===== config.mk =====
export PLATFORM = sky130hd
export DESIGN_NAME = vga_scan_driver
export DESIGN_NICKNAME = d
export VERILOG_FILES = /design/src/rtl/vga_scan_driver.sv
export SDC_FILE = /design/constraint.sdc
export NUM_CORES = 1
export LEC_CHECK = 0
export ABC_AREA = 0
export CAP_MARGIN = 5
export CORE_MARGIN = 2
export CORE_UTILIZATION = 30
export DETAILED_ROUTE_END_ITERATION = 8
export PLACE_DENSITY = 0.57
export SYNTH_ARGS = -nofsm -noshare
export SYNTH_HDL_FRONTEND = slang
export SYNTH_SLANG_ARGS = --single-unit

===== constraint.sdc =====
create_clock -name Clk -period 2.4 [get_ports Clk]
set_input_delay 0.6 -clock Clk [delete_from_list [all_inputs] [get_ports Clk]]
set_output_delay 0.6 -clock Clk [all_outputs]
set_load 0.02 [all_outputs]

===== src/rtl/vga_scan_driver.sv =====
// Raster scan engine: pixel counters, sync/blank generation and DAC output registers.
// All DAC-side outputs lag DrawX/DrawY by one pixel so colour and sync stay aligned.
module vga_scan_driver #(
    parameter int unsigned PIX_DIV   = 2,
    parameter int unsigned H_VISIBLE = 640,
    parameter int unsigned H_FP      = 16,
    parameter int unsigned H_SYNC    = 96,
    parameter int unsigned H_BP      = 48,
    parameter int unsigned V_VISIBLE = 480,
    parameter int unsigned V_FP      = 10,
    parameter int unsigned V_SYNC    = 2,
    parameter int unsigned V_BP      = 33
) (
    input  logic       Clk,
    input  logic       Reset_n,
    input  logic [7:0] R_in,
    input  logic [7:0] G_in,
    input  logic [7:0] B_in,
    output logic [9:0] DrawX,
    output logic [9:0] DrawY,
    output logic [7:0] VGA_R,
    output logic [7:0] VGA_G,
    output logic [7:0] VGA_B,
    output logic       VGA_HS,
    output logic       VGA_VS,
    output logic       VGA_BLANK_N,
    output logic       VGA_SYNC_N,
    output logic       VGA_CLK,
    output logic       frame_tick
);

    localparam int unsigned H_TOTAL = H_VISIBLE + H_FP + H_SYNC + H_BP;
    localparam int unsigned V_TOTAL = V_VISIBLE + V_FP + V_SYNC + V_BP;
    localparam int unsigned DIV_W   = $clog2(PIX_DIV);

    localparam logic [DIV_W-1:0] DIV_LAST = DIV_W'(PIX_DIV - 1);
    localparam logic [DIV_W-1:0] DIV_HALF = DIV_W'(PIX_DIV / 2);

    localparam logic [9:0] H_LAST       = 10'(H_TOTAL - 1);
    localparam logic [9:0] V_LAST       = 10'(V_TOTAL - 1);
    localparam logic [9:0] H_VIS        = 10'(H_VISIBLE);
    localparam logic [9:0] V_VIS        = 10'(V_VISIBLE);
    localparam logic [9:0] V_TICK       = 10'(V_VISIBLE - 1);
    localparam logic [9:0] H_SYNC_START = 10'(H_VISIBLE + H_FP);
    localparam logic [9:0] H_SYNC_END   = 10'(H_VISIBLE + H_FP + H_SYNC);
    localparam logic [9:0] V_SYNC_START = 10'(V_VISIBLE + V_FP);
    localparam logic [9:0] V_SYNC_END   = 10'(V_VISIBLE + V_FP + V_SYNC);

    logic [DIV_W-1:0] div_q, div_d;
    logic [9:0]       h_q, h_d;
    logic [9:0]       v_q, v_d;
    logic [7:0]       r_q, r_d, g_q, g_d, b_q, b_d;
    logic             blank_n_q, blank_n_d;
    logic             hs_q, hs_d;
    logic             vs_q, vs_d;
    logic             vga_clk_q, vga_clk_d;
    logic             tick_q, tick_d;
    logic             pix_ce;
    logic             visible;

    always_comb begin
        pix_ce    = (div_q == DIV_LAST);
        div_d     = pix_ce ? '0 : div_q + 1'b1;
        visible   = (h_q < H_VIS) && (v_q < V_VIS);
        h_d       = h_q;
        v_d       = v_q;
        r_d       = r_q;
        g_d       = g_q;
        b_d       = b_q;
        blank_n_d = blank_n_q;
        hs_d      = hs_q;
        vs_d      = vs_q;
        tick_d    = 1'b0;

        if (pix_ce) begin
            if (h_q == H_LAST) begin
                h_d = '0;
                v_d = (v_q == V_LAST) ? '0 : v_q + 1'b1;
            end else begin
                h_d = h_q + 1'b1;
            end
            // Outputs sample the pixel being left, giving the one-pixel lag.
            r_d       = visible ? R_in : 8'h00;
            g_d       = visible ? G_in : 8'h00;
            b_d       = visible ? B_in : 8'h00;
            blank_n_d = visible;
            hs_d      = ~((h_q >= H_SYNC_START) && (h_q < H_SYNC_END));
            vs_d      = ~((v_q >= V_SYNC_START) && (v_q < V_SYNC_END));
            tick_d    = (h_q == H_LAST) && (v_q == V_TICK);
        end

        // High over the second half of each pixel so its rising edge is mid-pixel.
        vga_clk_d = (div_d >= DIV_HALF);
    end

    always_ff @(posedge Clk or negedge Reset_n) begin
        if (!Reset_n) begin
            div_q     <= '0;
            h_q       <= '0;
            v_q       <= '0;
            r_q       <= '0;
            g_q       <= '0;
            b_q       <= '0;
            blank_n_q <= 1'b0;
            hs_q      <= 1'b1;
            vs_q      <= 1'b1;
            vga_clk_q <= 1'b0;
            tick_q    <= 1'b0;
        end else begin
            div_q     <= div_d;
            h_q       <= h_d;
            v_q       <= v_d;
            r_q       <= r_d;
            g_q       <= g_d;
            b_q       <= b_d;
            blank_n_q <= blank_n_d;
            hs_q      <= hs_d;
            vs_q      <= vs_d;
            vga_clk_q <= vga_clk_d;
            tick_q    <= tick_d;
        end
    end

    assign DrawX       = h_q;
    assign DrawY       = v_q;
    assign VGA_R       = r_q;
    assign VGA_G       = g_q;
    assign VGA_B       = b_q;
    assign VGA_BLANK_N = blank_n_q;
    assign VGA_HS      = hs_q;
    assign VGA_VS      = vs_q;
    assign VGA_SYNC_N  = 1'b0;
    assign VGA_CLK     = vga_clk_q;
    assign frame_tick  = tick_q;

endmodule

==> flow_summary.toml <==
[routing]
drtIter0Drc = 81
vias = 1642
ant_nets = 0
viasPerCell = 4.65
wl_per_cell_um = 14.0
route.detailed.drc = 0
wirelength_um = 4930
dr.pass1.iters = 4

[floorplan]
core_region_area_um2 = 6790
die_w_um = 87.9
io_pins = 76
initial_core_util_pct = 31.1
fp.dieArea_um2 = 7730
die_y_um = 87.9
rows = 30

[global_route]
antenna_found_initial = 0
track_usage_pct = 13.5
grt_pass1_vias = 1670
grt_max_degree = 50
grt_pass1_wl_um = 8090
gr-total-overflow = 0

[sta]
worst-slew-pin-transition_ns = 0.797
timing.fmax_ghz = 0.457
grt_setup_unrepaired = "false"
clock_skew_ns = 0.00264
setup_slack_ns = 0.213
whs_ns = 0.269
hold_viol_final = 0
tns_ns = 0
period_needed_ns = 2.19
setup_viol = 0
relSlewSlack_pct = 46.4
period_share_pct = 91.1
slew_viol_final = 0

[cts]
cts_buffer_depth = 2
cts_sinks = 49
cts_tree = "built"
ctsHoldBuffers = 0
cts-resized-gates = 0
path_clk_slew_ns = 0.09
root_buffer = "clkbuf_8"
numCtsBuffers = 5
post_cts_buffers = 0
clock_latency_ns = 0.30
cts_htree_levels = 2

[finish]
final_cell_count_no_fill = 353
n_antenna_cell = 0
syn_to_final_growth_pct = 45.1
final_cell_mix = "clkdlybuf4s50_1, dfrtp_1, a22o_1"
finalInstanceArea_um2 = 3060
final_layout_size_suffix_gt1_share_pct = 9.34
layout.nets = 286
final_common_cell = "clkdlybuf4s50_1"
fin_util_pct = 45.1

[setup_path]
crit_path_end_kind = "primary output"
cp.required_ns = 1.80
worstSetupPathType = "flip-flop to primary output"
slowest_stage = "clkdlybuf4s50_1"
worst-endpoint-arrival_ns = 1.59
crit_path_max_incr_delay_ns = 0.69
cp-start-kind = "flip-flop"
crit_family = "buffers and inverters"
worstPathCellList = "clkdlybuf4s50_1"
rrSetupSlack_ns = 0.42
critPathMaxFanout = 12
critPathBufInv = 1

[place]
place_hpwl_um = 3290
port_buffers = 74
globalplace.congestion = 0.731
pre_cts_slack_ns = 0.523
dp.cells = 345
postPlaceCellArea_um2 = 2980

[synth]
ys_seq_elements = 49
synthCells = 177
synth_area_leaders = "dfrtp_1, a22o_1, xnor2_1, dfstp_2, ha_1"
ys_types = 41
seq_area_frac_synth_pct = 58.2
netlist_area_um2 = 2110
syn_area_per_cell_um2 = 11.9
synthArstFlopShare_pct = 100
ys_warn_count = 0
yosys.area.top_type_share_pct = 55.7
synth-edff-count = 0
synth_top_flop_cell = "dfrtp_1"
synth_top_area_cell = "dfrtp_1"
syn-num-nets = 207

[pwr]
switching_share_pct = 23.2
seq_power_share_pct = 57.8
peakVddDrop_mv = 0.315
p_int_mw = 1.14
leakage_nw = 1.35
p_clk_share_pct = 32.2
p_per_area_nw_per_um2 = 484
p_switching_mw = 0.345
total_power_mw = 1.48
combPwrFrac_pct = 10.0

[min_path]
hp-class = "input port to asynchronous set/reset pin"

[outcome]
status = "completed"

[job]
cap_violations = 0
-- sequential cells by signal (all words and copies together), names as in the netlist --
signal / cells
VGA_BLANK_N: 1
DrawY: 10
VGA_G: 8
VGA_B: 8
VGA_HS: 1
VGA_R: 8
VGA_VS: 1
DrawX: 10
div_q: 1
frame_tick: 1
-- cell families (layout without fill, tap and decap cells) --
family | count (synthesis) | after routing | share of synthesized area, %
buffers and inverters | 15 | 95 | 3.02
adders and majority gates | 4 | 4 | 2.37
and+or+nand+nor | 54 | 54 | 15.7
xor gates and xnor gates | 11 | 11 | 4.56
DFF | 49 | 49 | 58.2
AOI/OAI and AO/OA | 42 | 42 | 15.5
muxes | 1 | 1 | 0.474
other | 1 | 1 | 0.178
-- power groups by stage --
stage | combinational [mW] | sequential, mW | clock [mW]
2_1_floorplan | 0.0201 | 0.899 | 0
3_3_place_gp | 0.150 | 0.874 | 0
3_5_place_dp | 0.151 | 0.872 | 0
4_1_cts | 0.151 | 0.858 | 0.502
5_1_grt | 0.160 | 0.861 | 0.535
6_report | 0.148 | 0.858 | 0.477
-- final cells by class --
cell class,count,area [um^2]
fill,663,3730
sequential,49,1230
multi-input combinational,113,820
timing repair buffer,78,778
tap,96,120
clock buffer,7,76.3
inverter,9,33.8
clock inverter,1,7.51
-- per-layer routing --
layer / routed length (um) / track usage (%) / part of all wire [%]
met1: 2290 / 17.9 / 46
met2: 2140 / 20.0 / 43
met3: 461 / 6.79 / 9.3
met4: 33 / 2.94 / 0.67
met5: 0 / 0 / 0
-- worst paths after layout --
path,end,depth (start not counted),from
max,VGA_CLK,1,div_q$_DFF_PN0_
min,VGA_R[0]$_DFFE_PN0P_,2,Reset_n
max reg2reg,DrawY[7]$_DFFE_PN0P_,4,div_q$_DFF_PN0_
min reg2reg,VGA_HS$_DFFE_PN1P_,2,VGA_HS$_DFFE_PN1P_
max in group asynchronous,VGA_VS$_DFFE_PN1P_,2,Reset_n
min in group Clk,VGA_HS$_DFFE_PN1P_,2,VGA_HS$_DFFE_PN1P_
-- synth_stat cells, types with 2 or more instances --
library cell / n
buf_2: 3
nor3_2: 2
nand4_1: 6
nor3b_1: 3
clkbuf_1: 2
xor2_1: 4
xnor2_1: 7
ha_1: 4
nand2_1: 13
nor3_1: 2
nand3_1: 6
dfrtp_1: 47
nor2_1: 10
a21oi_1: 3
nor4_1: 2
a22o_1: 24
inv_1: 8
o21ai_0: 7
dfstp_2: 2
(Power assumes the default switching activity.)
